<file path="src/rtl/mux_rr_arb.sv">
`default_nettype none
// +--------------------------------------------------------------------------+
// | mux_rr_arb: registered N-channel selector, fixed-select or round-robin   |
// | Revision: 1.0                                                             |
// +--------------------------------------------------------------------------+
module mux_rr_arb #(
  parameter int WIDTH    = 16,
  parameter int CHANNELS = 8,
  parameter int SELW     = $clog2(CHANNELS)
) (
  input  logic                      clk,
  input  logic                      rst,
  input  logic [CHANNELS*WIDTH-1:0] IN_DATA,
  input  logic [CHANNELS-1:0]       IN_VALID,
  output logic [CHANNELS-1:0]       IN_READY,
  input  logic                      MODE,
  input  logic [SELW-1:0]           SEL,
  output logic [WIDTH-1:0]          O,
  output logic                      O_VALID,
  input  logic                      O_READY,
  output logic [SELW-1:0]           O_CH
);

  localparam int              c_PAD  = 1 << SELW;
  localparam logic [SELW:0]   c_CHAN = (SELW+1)'(CHANNELS);
  localparam logic [SELW-1:0] c_LAST = SELW'(CHANNELS - 1);

  logic [WIDTH-1:0]    r_o;
  logic                r_o_valid;
  logic [SELW-1:0]     r_o_ch;
  logic [SELW-1:0]     r_ptr;

  logic                w_load_en;
  logic                w_accept;
  logic [c_PAD-1:0]    w_valid_pad;
  logic                w_gnt_valid;
  logic [SELW-1:0]     w_gnt;
  logic [SELW:0]       w_idx;
  logic [WIDTH-1:0]    w_gnt_data;
  logic [CHANNELS-1:0] w_ready;

  assign w_load_en = !r_o_valid || O_READY;
  assign w_accept  = w_load_en && w_gnt_valid && !rst;

  // Pad valids to a power of two so any SEL value indexes safely.
  always_comb begin
    w_valid_pad                 = '0;
    w_valid_pad[CHANNELS-1:0]   = IN_VALID;
  end

  always_comb begin
    w_gnt_valid = 1'b0;
    w_gnt       = '0;
    w_idx       = '0;
    if (!MODE) begin
      if (({1'b0, SEL} < c_CHAN) && w_valid_pad[SEL]) begin
        w_gnt_valid = 1'b1;
        w_gnt       = SEL;
      end
    end else begin
      for (int k = 0; k < CHANNELS; k++) begin
        w_idx = {1'b0, r_ptr} + (SELW+1)'(k);
        if (w_idx >= c_CHAN) w_idx = w_idx - c_CHAN;
        if (!w_gnt_valid && w_valid_pad[w_idx[SELW-1:0]]) begin
          w_gnt_valid = 1'b1;
          w_gnt       = w_idx[SELW-1:0];
        end
      end
    end
  end

  always_comb begin
    w_gnt_data = '0;
    w_ready    = '0;
    for (int i = 0; i < CHANNELS; i++) begin
      if (w_gnt == SELW'(i)) begin
        w_gnt_data = IN_DATA[i*WIDTH +: WIDTH];
        w_ready[i] = w_accept;
      end
    end
  end

  always_ff @(posedge clk) begin
    if (rst) begin
      r_o       <= '0;
      r_o_valid <= 1'b0;
      r_o_ch    <= '0;
      r_ptr     <= '0;
    end else if (w_load_en) begin
      if (w_gnt_valid) begin
        r_o       <= w_gnt_data;
        r_o_ch    <= w_gnt;
        r_o_valid <= 1'b1;
        if (MODE) r_ptr <= (w_gnt == c_LAST) ? '0 : w_gnt + 1'b1;
      end else begin
        r_o_valid <= 1'b0;
      end
    end
  end

  assign IN_READY = w_ready;
  assign O        = r_o;
  assign O_VALID  = r_o_valid;
  assign O_CH     = r_o_ch;

endmodule
`default_nettype wire

</file>
<file path="config.mk">
export PLATFORM = sky130hd
export DESIGN_NAME = mux_rr_arb
export DESIGN_NICKNAME = d
export VERILOG_FILES = /design/src/rtl/mux_rr_arb.sv
export SDC_FILE = /design/constraint.sdc
export NUM_CORES = 1
export LEC_CHECK = 0
export ABC_CLOCK_PERIOD_IN_PS = 6300
export CAP_MARGIN = 10
export CORE_MARGIN = 3
export CORE_UTILIZATION = 40
export CTS_CLUSTER_DIAMETER = 100
export CTS_CLUSTER_SIZE = 14
export DETAILED_ROUTE_END_ITERATION = 10
export PLACE_DENSITY = 0.81
export SETUP_SLACK_MARGIN = 0.15
export SKIP_LAST_GASP = 1
export SLEW_MARGIN = 10
export SYNTH_ARGS = -nofsm -noshare
export SYNTH_HDL_FRONTEND = slang
export SYNTH_SLANG_ARGS = --single-unit
</file>
<file path="constraint.sdc">
create_clock -name clk -period 6.3 [get_ports clk]
set_input_delay 1.26 -clock clk [delete_from_list [all_inputs] [get_ports clk]]
set_output_delay 1.26 -clock clk [all_outputs]
set_load 0.005 [all_outputs]
</file>
After elaboration in Yosys (flattened, before gate mapping)
Cells that the tools add are included.
{"block": "totals", "register_bits": 23, "inputBits": 143, "out_inout_bits": 28}
{"block": "op_classes", "n_addsub": 16, "n_lt_le_gt_ge": 17, "n_eq_ne": 7, "n_mux": 79, "n_reduce_logical": 22}
{"op": "2-to-1 mux 16 bit", "n": 8}
{"op": "2-to-1 mux 3 bit", "n": 27}
{"op": "less-than comparator 3 x 4 -> 1 bit (second input constant)", "n": 9}
{"op": "2-to-1 mux 1 bit", "n": 35}
{"op": ">= comparator 4 bit (second input constant)", "n": 7}
{"op": "binary-select mux 1 bit (select 3 bit)", "n": 9}
{"op": "subtractor 3 x 1 -> 3 bit (second input constant)", "n": 8}
{"op": "adder 3 x 3 -> 4 bit (second input constant)", "n": 4}
{"op": "== test 3 bit (second input constant)", "n": 4}
{"op": "logical AND 1 bit", "n": 9}
{"op": "zero test 1 bit", "n": 9}
{"op": "adder 3 x 2 -> 4 bit (second input constant)", "n": 2}
{"op": "== test 3 x 2 -> 1 bit (second input constant)", "n": 2}
{"op": "adder 3 x 1 -> 4 bit (second input constant)", "n": 1}
{"op": ">= comparator 3 x 4 -> 1 bit (second input constant)", "n": 1}
{"op": "adder 3 x 1 -> 3 bit (second input constant)", "n": 1}
{"op": "== test 3 x 1 -> 1 bit (second input constant)", "n": 1}
{"op": "zero test 3 bit", "n": 1}
{"op": "AND reduction 3 bit", "n": 1}
{"op": "AND reduction 2 bit", "n": 1}
{"op": "logical OR 1 bit", "n": 1}

Depth between registers and ports, before layout
{"block": "depth", "word_depth": 44, "ltp_mapped": 23}

Least setup slack after synthesis
OpenSTA, ideal clock, no wires.
{"block": "synth_path", "path_type": "input-to-output", "startpoint": "input IN_VALID[0]", "endpoint": "output IN_READY[0]", "t_arrival_ns": 4.100, "required_time_ns": 5.040, "slack_ns": 0.940, "cell_stages": 12, "path_buffers": 3, "path_cell_list": "mux4_1 mux2_2 nor2_1 nand2_1 a311oi_1 o221ai_1 a22oi_1 ha_1 clkbuf_1 clkbuf_1 clkbuf_1 and3_1"}
{"block": "synth_between", "elab_chain_cells": 35, "elab_cells_between_ends": 63, "classes_between": "mux (46); reduce/logical (17)"}
{"item": "start: declaration", "line_no": "14", "text": "input logic [CHANNELS-1:0] IN_VALID,"}
{"item": "binary-select mux 1 bit (select 3 bit)", "line_no": "64", "text": "if (!w_gnt_valid && w_valid_pad[w_idx[SELW-1:0]]) begin"}
{"item": "2-to-1 mux 1 bit (not written as such)", "line_no": "64"}
{"item": "2-to-1 mux 1 bit", "line_no": "64"}
{"item": "2-to-1 mux 1 bit", "line_no": "55", "text": "if (!MODE) begin"}
{"item": "zero test 1 bit", "line_no": "64"}
{"item": "logical AND 1 bit", "line_no": "64"}
{"item": "2-to-1 mux 1 bit", "line_no": "64"}
{"item": "2-to-1 mux 1 bit", "line_no": "55"}
{"item": "[... 18 more ...]"}
{"item": "2-to-1 mux 1 bit", "line_no": "64"}
{"item": "2-to-1 mux 1 bit", "line_no": "55"}
{"item": "zero test 1 bit", "line_no": "64"}
{"item": "logical AND 1 bit", "line_no": "64"}
{"item": "2-to-1 mux 1 bit", "line_no": "64"}
{"item": "2-to-1 mux 1 bit", "line_no": "55"}
{"item": "logical AND 1 bit (2 in a row)", "line_no": "43", "text": "assign w_accept = w_load_en && w_gnt_valid && !rst;"}
{"item": "2-to-1 mux 1 bit (*)", "line_no": "76", "text": "if (w_gnt == SELW'(i)) begin"}
{"item": "end: declaration", "line_no": "15", "text": "output logic [CHANNELS-1:0] IN_READY,"}
Every way passes the cells marked *; elsewhere a longest branch is shown, timed or not. The select of a mux whose other input is x is not followed.

Worst setup path in the final report
{"block": "layout_path", "startpoint": "input IN_VALID[5]", "endpoint": "output IN_READY[3]"}
{"block": "layout_between", "elab_cells_between_ends": 63, "classes_between": "eq/ne (1); mux (46); reduce/logical (16)"}
{"item": "binary-select mux 1 bit (select 3 bit)", "line_no": "64"}
{"item": "2-to-1 mux 1 bit (not written as such)", "line_no": "64"}
{"item": "2-to-1 mux 1 bit", "line_no": "64"}
{"item": "2-to-1 mux 1 bit", "line_no": "55"}
{"item": "zero test 1 bit", "line_no": "64"}
{"item": "logical AND 1 bit", "line_no": "64"}
{"item": "2-to-1 mux 1 bit", "line_no": "64"}
{"item": "2-to-1 mux 1 bit", "line_no": "55"}
{"item": "[... 19 more ...]"}
{"item": "2-to-1 mux 1 bit", "line_no": "55"}
{"item": "zero test 1 bit", "line_no": "64"}
{"item": "logical AND 1 bit", "line_no": "64"}
{"item": "2-to-1 mux 3 bit", "line_no": "64"}
{"item": "2-to-1 mux 3 bit (*)", "line_no": "55"}
{"item": "via w_gnt[0]", "line_no": "37", "text": "logic [SELW-1:0] w_gnt;"}
{"item": "== test 3 x 2 -> 1 bit (*)", "line_no": "76"}
{"item": "2-to-1 mux 1 bit (*)", "line_no": "76"}
Mark *: on every way through the listed nets, which the timed path passes. The rest lies on a longest branch. The select of a mux whose other input is x is not followed.

==> results_dict.tcl <==
set metrics [dict create \
    clkLatencyLatePin_ns 0.27 \
    wl_per_cell_um 17.9 \
    hp-start "O[5]$_SDFFE_PP0P_" \
    core_area_um2 7450 \
    critPathKind "in -> out" \
    ys_ff_latch 23 \
    rrSetupSlack_ns 0.85 \
    maxCapViolations 0 \
    port_buffers 170 \
    die_y_um 94.7 \
    routed_via_density 5.65 \
    grt_max_degree 80 \
    cts_made_buffers 3 \
    globalRoute.totalOverflow 0 \
    synth_fp_nets 630 \
    drt_wl_total_mm 12.9 \
    top_layer_used "met4" \
    maxSlewViolCount 0 \
    postRouteAntennaNets 0 \
    die_area_um2 8970 \
    grt_pass1_vias 3806 \
    r2r_cells 17 \
    synth_seq_area_share_pct 14.6 \
    cts_num_sinks 23 \
    nets 775 \
    tightestPinTransition_ns 0.935 \
    layout.cells.non_filler 724 \
    max_freq_mhz 168 \
    vias 4094 \
    io_pins 171 \
    synthTopCellsByCount "nand2_1, a21oi_1, nor2_1" \
    r2r-start "r_ptr[1]$_SDFFE_PP0P_" \
    final_core_util_pct 66.4 \
    place_ws_ns 0.350 \
    cts_buffer_depth 2 \
    crit_fanout 7 \
    drc 0 \
    root_buffer "clkbuf_8" \
    synth.avg_cell_area_um2 6.57 \
    async_flop_share_pct 0 \
    end_kind "output pin" \
    gp_congestion 0.970 \
    clk_pin_slew_ns 0.08 \
    ys_warn_count 0 \
    fin_ws_ns 0.365 \
    status "finished, final reports clean" \
    postCtsSetupRepairBufs 0 \
    ys_types 51 \
    rsz0062_at_grt "no" \
    place_hpwl_mm 10.6 \
    syn2layout_area_growth_pct 57.0 \
    synth_top_area_cell "dfxtp_1" \
    start_util_pct 42.3 \
    setup_viol 0 \
    grt_usage_pct 27.7 \
    hp-class "reg -> reg" \
    dr_wl_met2_mm 6.27 \
    ys_dominant_reg_cell "dfxtp_1" \
    htree_levels 1 \
    fin_crit_ns 5.94 \
    antenna_found_initial 2 \
    drtPass1Iterations 5 \
    synthMostInstantiatedCell "nand2_1" \
    synth_top_area_share_pct 14.6 \
    peakVddDrop_mv 0.0932 \
    synthesis.area_um2 3150 \
    slew_headroom_pct 36.1 \
    synth-edff-count 0 \
    drt_iter0_markers 342 \
    p_leak_nw 1.86 \
    hold_depth 2 \
    arrival_ns 4.68 \
    fillers 675 \
    ys_top_cells_by_area "dfxtp_1, a21oi_1, nand2_1, o21ai_0, nor2_1" \
    dp.cells 718 \
    cp_data_required_time_ns 5.04 \
    power_density_nw_per_um2 232 \
    finalSetupTns_ns 0 \
    drt-met1-wl_mm 5.29 \
    netlist_instances 479 \
    cts_tree "built" \
    cp-start-kind "input port" \
    whs_endpoint "O[5]$_SDFFE_PP0P_" \
    skew_ns 0.00682 \
    r2r-end "O[3]$_SDFFE_PP0P_" \
    grt_pass1_wl_mm 19.6 \
    wl_met3_mm 1.07 \
    drive_gt1_share_pct 6.58 \
    die_w_um 94.7 \
    hold_violations 0 \
    rows 31 \
    fin_crit_sh_pct 94.2 \
]
flip-flops by register name, summed over array words and instances, names as in the netlist:
name	cells
O_VALID	1
r_ptr	3
O_CH	3
O	16
cell type report:
class,count,area (um^2),share of cell area (%)
diodes,2,5.00,0.101
clock buffers,3,41.3,0.835
clock inverters,1,5.00,0.101
inverters,29,109,2.20
multi-input cells,383,2390,48.4
flip-flops and latches,23,460,9.31
well taps,99,124,2.51
repair buffers,184,1810,36.5
worst max-delay path, cell delays in order:
cell	delay (ns)
clkdlybuf4s50_1	0.48
mux4_1	0.70
nor4_4	0.43
nand3_1	0.13
nor2_1	0.19
a31oi_1	0.06
o2111ai_1	0.12
a32o_1	0.27
ha_1	0.22
ha_1	0.18
and2_1	0.12
clkdlybuf4s50_1	0.52
cell families after synthesis:
group,after synthesis,synth area share (%)
AO/OA/AOI/OAI,187,38.8
XOR/XNOR,3,1.07
adder cells (fa/ha/maj),8,3.18
buffers and inverters,73,10.0
flip-flops,23,14.6
multiplexers,19,10.1
AND/OR/NAND/NOR,166,22.3
layout by cell type (no fill, tap or decap), types with 3 or more instances in the layout:
cell | synthesis | routed
a21oi_1 | 73 | 73
o31ai_1 | 16 | 16
o221a_1 | 15 | 15
o22ai_1 | 3 | 3
nor2_1 | 47 | 47
clkdlybuf4s50_1 | 0 | 170
ha_1 | 8 | 6
nand2_1 | 91 | 91
o21a_1 | 3 | 3
dfxtp_1 | 23 | 23
buf_4 | 0 | 14
a211oi_1 | 5 | 5
o21ai_0 | 38 | 38
o211ai_1 | 3 | 3
and3_1 | 7 | 7
inv_1 | 28 | 28
a2111oi_0 | 16 | 16
nand3_1 | 5 | 5
clkbuf_8 | 0 | 3
mux2i_1 | 7 | 7
mux4_2 | 7 | 7
metrics by stage:
stage / hold slack [ns] / total power [mW] / instance area [um^2]
floorplan: 0.449 / 0.738 / 3150
global route: 0.480 / 1.24 / 4940
CTS: 0.462 / 1.14 / 4930
global placement: 0.435 / 1.03 / 4880
finish: 0.456 / 1.15 / 4940
detailed placement: 0.440 / 1.04 / 4880
report_power, final:
| group | total, mW | switching (mW) | internal (mW) |
|---|---|---|---|
| combinational | 0.854 | 0.464 | 0.389 |
| clock | 0.0934 | 0.0493 | 0.0442 |
| sequential | 0.199 | 0.0217 | 0.177 |
| total | 1.15 | 0.535 | 0.611 |
worst max path at each step:
stage                  end  cells past startpoint        start
2_1_floorplan  IN_READY[0]                     12  IN_VALID[0]
3_3_place_gp   IN_READY[3]                     12  IN_VALID[5]
3_5_place_dp   IN_READY[3]                     12  IN_VALID[5]
4_1_cts        IN_READY[3]                     12  IN_VALID[5]
5_1_grt        IN_READY[7]                     11  IN_VALID[0]
6_report       IN_READY[3]                     12  IN_VALID[5]
metal layers:
metal | up-vias | track usage, %
met2 | 190 | 45.5
met1 | 1861 | 36.8
met4 | 0 | 8.17
met5 | - | 0
met3 | 16 | 5.34
li1 | 2027 | -
what timing repair did:
action | CTS | global route
setup endpoints to repair | 0 | 8
hold buffers | 0 | 0
gates resized for setup | 0 | 2
hold endpoints to repair | 0 | 0
Power figures use the tool's default switching activity.
